File: src/rtl/matrix_mac_engine.sv
// matrix_mac_engine
// Computes C = A x B (mode 0) or C = C + A x B (mode 1) for unsigned NxN matrices,
// one multiply-accumulate per cycle through a single shared MAC.
//
// Ports:
//   clk, rst             clock (rising edge), asynchronous active-high reset
//   wr_en, wr_sel        operand write strobe; 0 selects A, 1 selects B
//   wr_row, wr_col       operand indices (out-of-range writes are dropped)
//   wr_data              operand value
//   start, mode          start pulse (IDLE only) and accumulate mode, sampled together
//   rd_row, rd_col       result indices (out-of-range reads return 0)
//   rd_data              registered C[rd_row][rd_col]
//   busy, done           operation in progress / one-cycle completion pulse
//   ovf                  sticky overflow of the last operation
//   op_count             completed operations, wraps at 8 bits
module matrix_mac_engine #(
    parameter int unsigned N   = 4,
    parameter int unsigned DW  = 8,
    parameter int unsigned RW  = 18,
    parameter int unsigned SAT = 0,
    localparam int unsigned AW = ($clog2(N) > 1) ? $clog2(N) : 1
) (
    input  logic          clk,
    input  logic          rst,
    input  logic          wr_en,
    input  logic          wr_sel,
    input  logic [AW-1:0] wr_row,
    input  logic [AW-1:0] wr_col,
    input  logic [DW-1:0] wr_data,
    input  logic          start,
    input  logic          mode,
    input  logic [AW-1:0] rd_row,
    input  logic [AW-1:0] rd_col,
    output logic [RW-1:0] rd_data,
    output logic          busy,
    output logic          done,
    output logic          ovf,
    output logic [7:0]    op_count
);

    localparam logic [1:0] StIdle  = 2'd0;
    localparam logic [1:0] StMac   = 2'd1;
    localparam logic [1:0] StWrite = 2'd2;
    localparam logic [1:0] StDone  = 2'd3;

    localparam logic [AW:0]   NumEl   = (AW + 1)'(N);
    localparam logic [AW-1:0] LastIdx = AW'(N - 1);

    logic [DW-1:0] a_mem [N][N];
    logic [DW-1:0] b_mem [N][N];
    logic [RW-1:0] c_mem [N][N];

    logic [1:0]    state_q, state_d;
    logic [AW-1:0] i_q, j_q, k_q;
    logic [RW:0]   acc_q;
    logic          mode_q;
    logic          ovf_q;
    logic [7:0]    op_count_q;
    logic [RW-1:0] rd_data_q;

    logic [2*DW-1:0] prod;
    logic [RW:0]     r_sum;
    logic [RW-1:0]   c_val;
    logic            last_elem;
    logic            wr_in_range;
    logic            rd_in_range;

    assign prod        = a_mem[i_q][k_q] * b_mem[k_q][j_q];
    // Accumulate mode adds the old C element at RW+1 bits so bit RW flags overflow.
    assign r_sum       = acc_q + (mode_q ? {1'b0, c_mem[i_q][j_q]} : '0);
    assign last_elem   = (i_q == LastIdx) && (j_q == LastIdx);
    assign wr_in_range = ({1'b0, wr_row} < NumEl) && ({1'b0, wr_col} < NumEl);
    assign rd_in_range = ({1'b0, rd_row} < NumEl) && ({1'b0, rd_col} < NumEl);

    always_comb begin
        c_val = r_sum[RW-1:0];
        if (r_sum[RW] && (SAT != 0)) begin
            c_val = '1;
        end
    end

    always_comb begin
        state_d = state_q;
        unique case (state_q)
            StIdle:  if (start) state_d = StMac;
            StMac:   if (k_q == LastIdx) state_d = StWrite;
            StWrite: state_d = last_elem ? StDone : StMac;
            StDone:  state_d = StIdle;
            default: state_d = StIdle;
        endcase
    end

    always_ff @(posedge clk or posedge rst) begin
        if (rst) begin
            state_q    <= StIdle;
            i_q        <= '0;
            j_q        <= '0;
            k_q        <= '0;
            acc_q      <= '0;
            mode_q     <= 1'b0;
            ovf_q      <= 1'b0;
            op_count_q <= '0;
            rd_data_q  <= '0;
            for (int r = 0; r < N; r++) begin
                for (int c = 0; c < N; c++) begin
                    a_mem[r][c] <= '0;
                    b_mem[r][c] <= '0;
                    c_mem[r][c] <= '0;
                end
            end
        end else begin
            state_q   <= state_d;
            rd_data_q <= rd_in_range ? c_mem[rd_row][rd_col] : '0;
            unique case (state_q)
                StIdle: begin
                    if (wr_en && wr_in_range) begin
                        if (wr_sel) b_mem[wr_row][wr_col] <= wr_data;
                        else        a_mem[wr_row][wr_col] <= wr_data;
                    end
                    if (start) begin
                        mode_q <= mode;
                        ovf_q  <= 1'b0;
                        i_q    <= '0;
                        j_q    <= '0;
                        k_q    <= '0;
                        acc_q  <= '0;
                    end
                end
                StMac: begin
                    acc_q <= acc_q + (RW + 1)'(prod);
                    k_q   <= (k_q == LastIdx) ? '0 : k_q + 1'b1;
                end
                StWrite: begin
                    c_mem[i_q][j_q] <= c_val;
                    if (r_sum[RW]) ovf_q <= 1'b1;
                    acc_q <= '0;
                    if (j_q == LastIdx) begin
                        j_q <= '0;
                        i_q <= (i_q == LastIdx) ? '0 : i_q + 1'b1;
                    end else begin
                        j_q <= j_q + 1'b1;
                    end
                end
                StDone: op_count_q <= op_count_q + 8'd1;
                default: ;
            endcase
        end
    end

    assign busy     = (state_q != StIdle);
    assign done     = (state_q == StDone);
    assign ovf      = ovf_q;
    assign op_count = op_count_q;
    assign rd_data  = rd_data_q;

endmodule

File: config.mk
export PLATFORM = sky130hd
export DESIGN_NAME = matrix_mac_engine
export DESIGN_NICKNAME = d
export VERILOG_FILES = /design/src/rtl/matrix_mac_engine.sv
export SDC_FILE = /design/constraint.sdc
export NUM_CORES = 2
export LEC_CHECK = 0
export CORE_ASPECT_RATIO = 1.25
export CORE_MARGIN = 2
export CORE_UTILIZATION = 55
export CTS_BUF_LIST = sky130_fd_sc_hd__clkbuf_16
export CTS_CLUSTER_DIAMETER = 30
export DETAILED_ROUTE_END_ITERATION = 12
export PLACE_DENSITY = 0.69
export SETUP_SLACK_MARGIN = 0.3
export SLEW_MARGIN = 20
export SYNTH_ARGS = -nofsm -noshare
export SYNTH_HDL_FRONTEND = slang
export SYNTH_SLANG_ARGS = --single-unit
File: constraint.sdc
create_clock -name clk -period 28 [get_ports clk]
set_input_delay 5.6 -clock clk [delete_from_list [all_inputs] [get_ports clk]]
set_output_delay 5.6 -clock clk [all_outputs]
set_load 0.1 [all_outputs]
==> flow_summary.json <==
{
  "status": "finished clean",
  "vias": 22600,
  "syn2layout_area_growth_pct": 14.7,
  "relSlewSlack": 0.230,
  "clock_sinks": 599,
  "detail_route.wl_per_cell_um": 23.6,
  "cp-startpoint": "state_q[1]$_DFFE_PP0P_",
  "dieArea_sq_mm": 0.0619,
  "synthCells": 2727,
  "ys.flop_type": "dfrtp_1",
  "worstSetupPathType": "reg -> out",
  "ir_drop_mv": 0.0598,
  "worstMarginPinSlew_ps": 1150,
  "firstDrtPassIters": 7,
  "finalWorstSetupSlack_ps": 19530,
  "final_area_sq_mm": 0.0378,
  "highest_layer": "met4",
  "start_util": 0.554,
  "drive_gt1_frac": 0.281,
  "dp_cells": 3362,
  "fin_crit_sh": 0.302,
  "placed_cell_area_sq_mm": 0.0339,
  "synth_nets": 2869,
  "synth.yosys.seq_area_share": 0.455,
  "ctsLongestPathBuffers": 3,
  "worstHoldPathType": "reg -> reg",
  "grt_pass1_wl_um": 135000,
  "regArea_sq_mm": 0.0150,
  "synth_seq_cells": 599,
  "finalHoldViolCount": 0,
  "fin_hold_ws_ps": 492,
  "fillers": 4380,
  "r2r_start": "k_q[0]$_DFFE_PP0P_",
  "cts_setup_buffers": 0,
  "gr-total-overflow": 0,
  "first_iter_violations": 1682,
  "core-area_sq_mm": 0.0594,
  "p_leak_uw": 0.0170,
  "layout_min_cycle_time_ps": 8470,
  "rsz0062_at_grt": "false",
  "multi_input_area_sq_mm": 0.0168,
  "path_max_fanout": 12,
  "setup_viol": 0,
  "clkSlewWorstSetupHoldPaths_ps": 50,
  "antenna_found_initial": 0,
  "cp_data_required_time_ps": 22400,
  "fp-row-count": 100,
  "final.setup.tns_ps": 0,
  "grt_max_degree": 205,
  "cts_max_level": 3,
  "cts-buffers-inserted": 112,
  "die_x_um": 223,
  "portBuffers": 50,
  "root_buffer": "clkbuf_16",
  "power_density_mw_per_mm2": 83.7,
  "wl_met3_um": 4760,
  "drt-met1-wl_um": 31900,
  "gp_congestion": 0.865,
  "ys_types": 63,
  "cp_data_arrival_time_ps": 2870,
  "route.met2.wl_um": 44000,
  "track_usage": 0.282,
  "max_freq_mhz": 118,
  "clock_latency_ps": 680,
  "drt_wl_total_um": 84100,
  "post-dp-hpwl_um": 52400,
  "vias_per_cell": 6.34,
  "synth_area_sq_mm": 0.0330,
  "finalNonFillerCells": 3573,
  "maxCapViolations": 0,
  "ys_warn_count": 0,
  "cts_resized": 0,
  "synth_edf_count": 0,
  "worstHoldStart": "op_count[4]$_DFFE_PP0P_",
  "start_kind": "flop",
  "ys_async_sr_fraction": 1.00,
  "syn_avg_cell_area_sq_um": 12.1,
  "pre_cts_ws_ps": 19190,
  "grt_pass1_vias": 23900,
  "fin_skew_ps": 37.9,
  "die_h_um": 278,
  "critPathCaptureType": "primary output",
  "drc": 0,
  "tritoncts": "built",
  "io_pins": 51,
  "slew_violations": 0,
  "nets": 2855,
  "ctsHoldBuffers": 0,
  "antenna_left": 0
}
power by group:
part	total [uW]	switching, uW	internal [uW]
clock	1350	475	877
combinational	755	453	301
sequential	1060	80.1	977
worst paths after layout:
kind                                           end  slack [ps]  depth (start not counted)
setup / recovery                              busy       19530                          3
hold / removal             op_count[4]$_DFFE_PP0P_         490                          1
setup reg to reg             acc_q[16]$_DFFE_PP0P_       21190                         17
hold reg to reg            op_count[4]$_DFFE_PP0P_         490                          1
max in group asynchronous    c_mem[52]$_DFFE_PP0P_       20580                          4
min in group asynchronous    a_mem[75]$_DFFE_PP0P_        5470                          2
synth_stat cells, types with 30 or more instances:
cell / number / area [sq um]
buf_2: 30 / 150
nand2_1: 402 / 1510
and2_1: 62 / 388
ha_1: 69 / 863
clkbuf_1: 161 / 604
o21ai_0: 245 / 1230
o31ai_1: 37 / 278
nor2_1: 56 / 210
inv_1: 116 / 435
dfrtp_1: 599 / 15000
a21oi_1: 33 / 165
nand3_1: 73 / 365
mux4_2: 259 / 5830
mux2_2: 262 / 2950
fa_1: 51 / 1020
logic make-up (layout without fill, tap and decap cells):
kind of cell | after synthesis | in the layout | synth area share
buf+inv | 329 | 409 | 0.0393
simple gates | 694 | 694 | 0.0957
flops | 599 | 599 | 0.455
xor+xnor | 21 | 21 | 0.00558
compound gates | 438 | 438 | 0.0792
mux | 526 | 526 | 0.268
other cells | 0 | 1 | 0
fa+ha+maj | 120 | 120 | 0.0572
layer usage:
layer | global-route usage | vias up
li1 | - | 9905
met1 | 0.347 | 11700
met2 | 0.495 | 797
met3 | 0.0412 | 221
met4 | 0.126 | 0
met5 | 0 | -
state kept, by name (all words and copies together), names as in the netlist, 2 cells and up:
name      cells
acc_q        19
b_mem       128
rd_data      18
c_mem       288
j_q           2
op_count      8
state_q       2
a_mem       128
k_q           2
i_q           2
cell usage in the layout (no fill, tap or decap), types with 20 or more instances in the layout:
master | netlist | layout
clkbuf_16 | 0 | 113
and2_1 | 62 | 62
clkdlybuf4s50_1 | 0 | 43
nor2_1 | 56 | 55
fa_1 | 51 | 51
mux2_2 | 262 | 262
inv_1 | 116 | 121
o31ai_1 | 37 | 37
a21oi_1 | 33 | 33
nand2_1 | 402 | 402
nand3_1 | 73 | 58
buf_4 | 0 | 31
dfrtp_1 | 599 | 594
o21ai_1 | 20 | 21
or3_1 | 20 | 20
o21ai_0 | 245 | 244
mux4_2 | 259 | 259
ha_1 | 69 | 69
critical path: stages, from the launching register on:
cell and delay, ps:
dfrtp_1 500, nor2_1 610, inv_1 100, clkdlybuf4s50_1 1000
area by class of cell:
type                    count  share of cell area
well taps                 765              0.0253
flip-flops and latches    599               0.397
repair buffers             84              0.0204
clock inverters            95              0.0268
clock buffers             113              0.0748
multi-input cells        1799               0.444
inverters                 117              0.0118
diodes                      1           0.0000662
stage by stage:
step	utilization	power (uW)
floorplan	-	1600
global placement	0.570	1790
detailed placement	0.570	1810
CTS	0.635	3170
global route	0.636	3300
finish	0.636	3160
(Power assumes the default switching activity.)
